<file path="src/rtl/dcache_pkg.sv">
// Shared types and constants for the direct-mapped write-back data cache.
package dcache_pkg;

  typedef enum logic [1:0] {
    IDLE,
    WRITEBACK,
    REFILL,
    DONE
  } state_t;

  localparam logic [2:0] F3_B  = 3'b000;
  localparam logic [2:0] F3_H  = 3'b001;
  localparam logic [2:0] F3_W  = 3'b010;
  localparam logic [2:0] F3_BU = 3'b100;
  localparam logic [2:0] F3_HU = 3'b101;

  function automatic int unsigned index_bits(input int unsigned sets);
    return $clog2(sets);
  endfunction

  function automatic int unsigned tag_bits(input int unsigned addr_width, input int unsigned sets);
    return addr_width - $clog2(sets) - 2;
  endfunction

endpackage

</file>
<file path="src/rtl/dcache_align.sv">
// Load byte/half selection with sign/zero extension, and store byte-lane merge.
module dcache_align
  import dcache_pkg::*;
(
  input  logic [2:0]  funct3,
  input  logic [1:0]  offset,
  input  logic [31:0] line,
  input  logic [31:0] wdata,
  output logic [31:0] load_data,
  output logic [31:0] store_data
);

  logic [7:0]  byte_sel;
  logic [15:0] half_sel;

  always_comb begin
    byte_sel = line[{offset, 3'b000} +: 8];
    half_sel = offset[1] ? line[31:16] : line[15:0];

    unique case (funct3)
      F3_B:    load_data = {{24{byte_sel[7]}}, byte_sel};
      F3_BU:   load_data = {24'b0, byte_sel};
      F3_H:    load_data = {{16{half_sel[15]}}, half_sel};
      F3_HU:   load_data = {16'b0, half_sel};
      default: load_data = line;
    endcase
  end

  always_comb begin
    store_data = line;
    unique case (funct3)
      F3_B: store_data[{offset, 3'b000} +: 8] = wdata[7:0];
      F3_H: begin
        if (offset[1]) store_data[31:16] = wdata[15:0];
        else           store_data[15:0]  = wdata[15:0];
      end
      default: store_data = wdata;
    endcase
  end

endmodule

</file>
<file path="src/rtl/dcache_ctrl.sv">
// Direct-mapped write-back/write-allocate data cache with miss FSM.
// Optional hit/miss statistics counters enabled by DCACHE_STATS_EN.
module dcache_ctrl
  import dcache_pkg::*;
#(
  parameter int unsigned SETS       = 64,
  parameter int unsigned ADDR_WIDTH = 32,
  parameter int unsigned DATA_WIDTH = 32
) (
  input  logic                  clk,
  input  logic                  rst,
  input  logic                  cpu_req,
  input  logic                  cpu_we,
  input  logic [2:0]            cpu_funct3,
  input  logic [ADDR_WIDTH-1:0] cpu_addr,
  input  logic [31:0]           cpu_wdata,
  output logic [31:0]           cpu_rdata,
  output logic                  stall,
  output logic                  mem_req,
  output logic                  mem_we,
  output logic [ADDR_WIDTH-1:0] mem_addr,
  output logic [31:0]           mem_wdata,
  input  logic [31:0]           mem_rdata,
  input  logic                  mem_ack,
  output logic [31:0]           hit_count,
  output logic [31:0]           miss_count
);

  localparam int unsigned IW = index_bits(SETS);
  localparam int unsigned TW = tag_bits(ADDR_WIDTH, SETS);

  logic [IW-1:0]         index, miss_index;
  logic [TW-1:0]         tag, miss_tag;
  logic [SETS-1:0]       valid, dirty;
  logic [TW-1:0]         tags [SETS];
  logic [DATA_WIDTH-1:0] data [SETS];
  state_t                state;
  logic                  hit, miss, serve, ack;
  logic [31:0]           line, store_data;

  assign index = cpu_addr[IW+1:2];
  assign tag   = cpu_addr[ADDR_WIDTH-1:IW+2];
  assign line  = data[index];
  assign hit   = valid[index] && (tags[index] == tag);
  assign miss  = (state == IDLE) && cpu_req && !hit;
  // The DONE cycle completes the stalled access exactly like a hit.
  assign serve = cpu_req && (((state == IDLE) && hit) || (state == DONE));
  assign ack   = mem_ack && mem_req;
  assign stall = !rst && (miss || (state == WRITEBACK) || (state == REFILL));

  dcache_align u_align (
    .funct3     (cpu_funct3),
    .offset     (cpu_addr[1:0]),
    .line       (line),
    .wdata      (cpu_wdata),
    .load_data  (cpu_rdata),
    .store_data (store_data)
  );

  always_ff @(posedge clk) begin
    if (!rst) begin
      if ((state == REFILL) && ack) begin
        data[miss_index] <= mem_rdata;
        tags[miss_index] <= miss_tag;
      end else if (serve && cpu_we) begin
        data[index] <= store_data;
      end
    end
  end

  always_ff @(posedge clk) begin
    if (rst) begin
      state      <= IDLE;
      valid      <= '0;
      dirty      <= '0;
      mem_req    <= 1'b0;
      mem_we     <= 1'b0;
      mem_addr   <= '0;
      mem_wdata  <= '0;
      miss_index <= '0;
      miss_tag   <= '0;
    end else begin
      if (serve && cpu_we) dirty[index] <= 1'b1;
      unique case (state)
        IDLE: begin
          if (miss) begin
            miss_index <= index;
            miss_tag   <= tag;
            mem_req    <= 1'b1;
            if (valid[index] && dirty[index]) begin
              state     <= WRITEBACK;
              mem_we    <= 1'b1;
              mem_addr  <= {tags[index], index, 2'b00};
              mem_wdata <= line;
            end else begin
              state    <= REFILL;
              mem_we   <= 1'b0;
              mem_addr <= {tag, index, 2'b00};
            end
          end
        end
        WRITEBACK: begin
          if (ack) begin
            state    <= REFILL;
            mem_we   <= 1'b0;
            mem_addr <= {miss_tag, miss_index, 2'b00};
          end
        end
        REFILL: begin
          if (ack) begin
            state             <= DONE;
            mem_req           <= 1'b0;
            valid[miss_index] <= 1'b1;
            dirty[miss_index] <= 1'b0;
          end
        end
        DONE:    state <= IDLE;
        default: state <= IDLE;
      endcase
    end
  end

`ifdef DCACHE_STATS_EN
  logic [31:0] hits, misses;

  always_ff @(posedge clk) begin
    if (rst) begin
      hits   <= '0;
      misses <= '0;
    end else begin
      if ((state == IDLE) && cpu_req && hit) hits <= hits + 32'd1;
      if (miss) misses <= misses + 32'd1;
    end
  end

  assign hit_count  = hits;
  assign miss_count = misses;
`else
  assign hit_count  = '0;
  assign miss_count = '0;
`endif

endmodule

</file>
<file path="config.mk">
export PLATFORM = sky130hd
export DESIGN_NAME = dcache_ctrl
export DESIGN_NICKNAME = d
export VERILOG_FILES = /design/src/rtl/dcache_pkg.sv /design/src/rtl/dcache_align.sv /design/src/rtl/dcache_ctrl.sv
export SDC_FILE = /design/constraint.sdc
export NUM_CORES = 2
export LEC_CHECK = 0
export ABC_AREA = 1
export CORE_AREA = 2 2 662 664
export DETAILED_ROUTE_END_ITERATION = 8
export DIE_AREA = 0 0 664 666
export PLACE_DENSITY = 0.49
export SYNTH_ARGS = -nofsm -noshare
export SYNTH_HDL_FRONTEND = slang
export SYNTH_HIERARCHICAL = 1
export SYNTH_SLANG_ARGS = --single-unit
</file>
<file path="constraint.sdc">
create_clock -name clk -period 11.7 [get_ports clk]
set_clock_uncertainty 0.2 [all_clocks]
set_input_delay 2.34 -clock clk [delete_from_list [all_inputs] [get_ports clk]]
set_output_delay 2.34 -clock clk [all_outputs]
set_load 0.01 [all_outputs]
</file>
==> impl_metrics.sql <==
INSERT INTO impl_metrics (metric_group, metric, value, unit) VALUES
('synthesis', 'synthArstFlopShare', '0', '%'),
('cts', 'cts_max_path_buffers', '4', ''),
('global_routing', 'first_pass_grt_wire_length', '741', 'mm'),
('sta', 'finalWorstSetupSlack', '1.01', 'ns'),
('cts', 'numCtsBuffers', '403', ''),
('detailed_routing', 'drt_first_iter_violations', '12648', ''),
('floorplanning', 'fp.coreArea', '0.436', 'mm2'),
('sta', 'final.setup.tns', '0', 'ns'),
('worst_hold_path', 'worstHoldPathType', 'flip-flop to flip-flop', ''),
('run_status', 'outcome', 'complete, but fails checks', ''),
('sta', 'final_max_slew_viol_count', '10', ''),
('power', 'clock_network_power_share', '41.7', '%'),
('synthesis', 'synth_compound_area_share', '8.51', '%'),
('cts', 'post_cts_buffers', '0', ''),
('synthesis', 'synth.most_common_cell', 'sky130_fd_sc_hd__edfxtp_1', ''),
('power', 'combinational_cell_fraction_of_total_power', '8.2', '%'),
('cells_and_area', 'layout.cell_area.non_filler', '0.176', 'mm2'),
('worst_setup_path', 'critical_path.startpoint_type', 'input pin', ''),
('synthesis', 'number_of_enable_flip_flop_cells_after_synthesis', '3584', ''),
('synthesis', 'adder_and_majority_cell_fraction_of_the_synthesized_area', '0.0741', '%'),
('synthesis', 'synth.lib_cells_used.distinct', '45', ''),
('cells_and_area', 'syn2layout_area_growth', '15.6', '%'),
('synthesis', 'syn-mean-instance-area', '12.6', 'um2'),
('synthesis', 'synth.mux.area_fraction', '0', '%'),
('floorplanning', 'placement_rows', '243', ''),
('run_status', 'failing_checks', 'max-capacitance violations, max-slew violations', ''),
('cells_and_area', 'final_nets', '12449', ''),
('detailed_routing', 'drtPass1Iterations', '6', ''),
('synthesis', 'simple_gate_portion_of_the_synthesized_area', '12.8', '%'),
('sta', 'rsz0062_at_grt', 'no', ''),
('cts', 'cts_htree_levels', '5', ''),
('placed_design', 'port_buffers', '200', ''),
('sta', 'finalHoldViolations', '0', ''),
('power', 'leakagePower', '62.3', 'nW'),
('detailed_routing', 'routed_via_density', '5.43', ''),
('floorplanning', 'die_w', '664', 'um'),
('global_routing', 'grt_max_degree', '161', ''),
('synthesis', 'synth_largest_type_area_fraction', '70.8', '%'),
('sta', 'fmax', '93.6', 'MHz'),
('cells_and_area', 'finish.utilization', '40.3', '%'),
('sta', 'relSlewSlack', '-4.79', '%'),
('cts', 'post_cts_resized', '0', ''),
('placed_design', 'post-place-ws', '1.07', 'ns'),
('synthesis', 'mappedNetlistArea', '0.152', 'mm2'),
('placed_design', 'detailed_place_hpwl', '316', 'mm'),
('placed_design', 'dp_cells', '17688', ''),
('synthesis', 'synth_ff_type', 'sky130_fd_sc_hd__edfxtp_1', ''),
('synthesis', 'post_synth_most_frequent_cells', '3584 x sky130_fd_sc_hd__edfxtp_1, 2752 x sky130_fd_sc_hd__nand2_1, 966 x sky130_fd_sc_hd__inv_1', ''),
('cts', 'clock-sinks', '3808', ''),
('detailed_routing', 'detail-route-antenna-nets', '0', ''),
('sta', 'setup-violations-final', '0', ''),
('worst_setup_path', 'crit_path_class', 'input pin to output port', ''),
('cells_and_area', 'layout.cells.non_filler', '18450', ''),
('floorplanning', 'initial_utilization', '34.8', '%'),
('power', 'p_sw', '7.60', 'mW'),
('power', 'power.density_cell_area', '177', 'mW/mm2'),
('sta', 'timing.final.crit_share', '91.3', '%'),
('sta', 'layout_min_cycle_time', '10.69', 'ns'),
('worst_setup_path', 'cp.arrival', '8.15', 'ns'),
('placed_design', 'place.gp.congestion', '0.922', ''),
('floorplanning', 'fp.dieH', '666', 'um'),
('synthesis', 'netlist_instances', '12015', ''),
('cts', 'cts.root.buffer_cell', 'sky130_fd_sc_hd__clkbuf_16', ''),
('cts', 'clock_latency', '0.99', 'ns'),
('detailed_routing', 'post_drt_wl_per_cell', '28.9', 'um'),
('power', 'seq_power_share', '50.1', '%'),
('run', 'max_cap_violations', '1', ''),
('power', 'p_total', '31.0', 'mW'),
('cells_and_area', 'num-fill-cells', '40618', ''),
('detailed_routing', 'via_count', '100170', ''),
('sta', 'final.hold.worst_slack', '0.252', 'ns');
-- area by class of cell --
class / instances / area (um2) / area share (%)
sequential: 3808 / 112000 / 63.8
multi-input combinational: 6535 / 33600 / 19.2
clock buffer: 519 / 10900 / 6.19
tap: 5757 / 7200 / 4.10
timing repair buffer: 612 / 5650 / 3.22
inverter: 976 / 3730 / 2.13
clock inverter: 226 / 2360 / 1.34
antenna: 17 / 42.5 / 0.0242
-- flip-flops by register name, summed over array words and instances (netlist names) --
name	flops
dirty	64
mem_addr	30
mem_we	1
miss_tag	24
state	2
mem_req	1
valid	64
data	2048
mem_wdata	32
miss_index	6
tags	1536
-- power by group through the flow --
stage          Combinational [mW]  Clock, mW  Sequential (mW)
2_1_floorplan                1.09          0             15.9
3_3_place_gp                 2.48          0             15.8
3_5_place_dp                 2.50          0             15.9
4_1_cts                      2.51       13.1             15.6
5_1_grt                      2.67       13.6             15.6
6_report                     2.54       12.9             15.6
-- cells in the final DEF (no fill, tap or decap), types with 14 or more instances in the layout --
cell / netlist / final
sky130_fd_sc_hd__edfxtp_1: 3584 / 3584
sky130_fd_sc_hd__nand2_1: 2752 / 2718
sky130_fd_sc_hd__inv_1: 966 / 959
sky130_fd_sc_hd__nor2_1: 734 / 627
sky130_fd_sc_hd__nand3_1: 508 / 508
sky130_fd_sc_hd__o21ai_0: 415 / 415
sky130_fd_sc_hd__clkbuf_16: 0 / 412
sky130_fd_sc_hd__buf_4: 109 / 368
sky130_fd_sc_hd__a22o_1: 323 / 323
sky130_fd_sc_hd__nand4_1: 315 / 315
sky130_fd_sc_hd__a22oi_1: 298 / 298
sky130_fd_sc_hd__a221oi_1: 239 / 239
sky130_fd_sc_hd__dfxtp_1: 224 / 200
sky130_fd_sc_hd__clkdlybuf4s50_1: 0 / 195
sky130_fd_sc_hd__o211ai_1: 190 / 190
sky130_fd_sc_hd__a21oi_1: 189 / 189
sky130_fd_sc_hd__or2_2: 144 / 144
sky130_fd_sc_hd__o21ai_1: 117 / 117
sky130_fd_sc_hd__clkbuf_1: 384 / 89
sky130_fd_sc_hd__nor2_4: 2 / 83
sky130_fd_sc_hd__clkinv_1: 3 / 81
sky130_fd_sc_hd__clkinv_2: 0 / 69
sky130_fd_sc_hd__conb_1: 1 / 66
sky130_fd_sc_hd__a211oi_1: 49 / 49
sky130_fd_sc_hd__nand2_2: 12 / 45
sky130_fd_sc_hd__buf_12: 0 / 45
sky130_fd_sc_hd__bufinv_16: 0 / 43
sky130_fd_sc_hd__nor2_2: 11 / 37
sky130_fd_sc_hd__nor3_2: 1 / 30
sky130_fd_sc_hd__nor4_1: 32 / 28
sky130_fd_sc_hd__dfxtp_2: 0 / 21
sky130_fd_sc_hd__diode_2: 0 / 17
sky130_fd_sc_hd__clkbuf_8: 0 / 17
sky130_fd_sc_hd__nand3b_1: 15 / 15
sky130_fd_sc_hd__o22ai_1: 14 / 14
-- cells by family after synthesis --
group                      after synthesis
DFF                                   3808
and+or+nand+nor                       4593
buffers and inverters                 1737
AOI/OAI and AO/OA                     1867
adders and majority gates                9
other                                    1
-- per-layer routing --
layer / up-vias / part of all wire, % / global-route usage [%]
met3: 694 / 8.2 / 3.86
met4: 10 / 2.9 / 6.44
li1: 43627 / - / -
met5: - / 0.012 / 0
met2: 4549 / 45 / 36.5
met1: 51290 / 44 / 33.6
-- critical path, cell delays in order --
cell and delay, ns:
sky130_fd_sc_hd__buf_8 0.18, sky130_fd_sc_hd__buf_12 0.25, sky130_fd_sc_hd__nand2_1 0.53, sky130_fd_sc_hd__inv_8 0.33, sky130_fd_sc_hd__buf_12 0.32, sky130_fd_sc_hd__buf_4 0.21
sky130_fd_sc_hd__a221oi_1 0.29, sky130_fd_sc_hd__nand4_1 0.31, sky130_fd_sc_hd__a22o_1 0.34, sky130_fd_sc_hd__nor4_1 0.99, sky130_fd_sc_hd__buf_4 0.26, sky130_fd_sc_hd__inv_1 0.08
sky130_fd_sc_hd__nand2_1 0.10, sky130_fd_sc_hd__nand3_1 0.13, sky130_fd_sc_hd__nand3_2 0.37, sky130_fd_sc_hd__nand3_1 0.25, sky130_fd_sc_hd__clkdlybuf4s50_1 0.54
-- worst paths after layout --
| path | startpoint | end | slack [ns] | cells after the start |
|---|---|---|---|---|
| worst max-delay path | cpu_addr[2] | cpu_rdata[8] | 1.01 | 17 |
| worst min-delay path | valid[22] | valid[22] | 0.25 | 2 |
| worst max register to register | tags[8][12] | data[58][18] | 4.91 | 20 |
| worst min register to register | valid[22] | valid[22] | 0.25 | 2 |
Note: power is estimated with default switching activity, not from simulation.
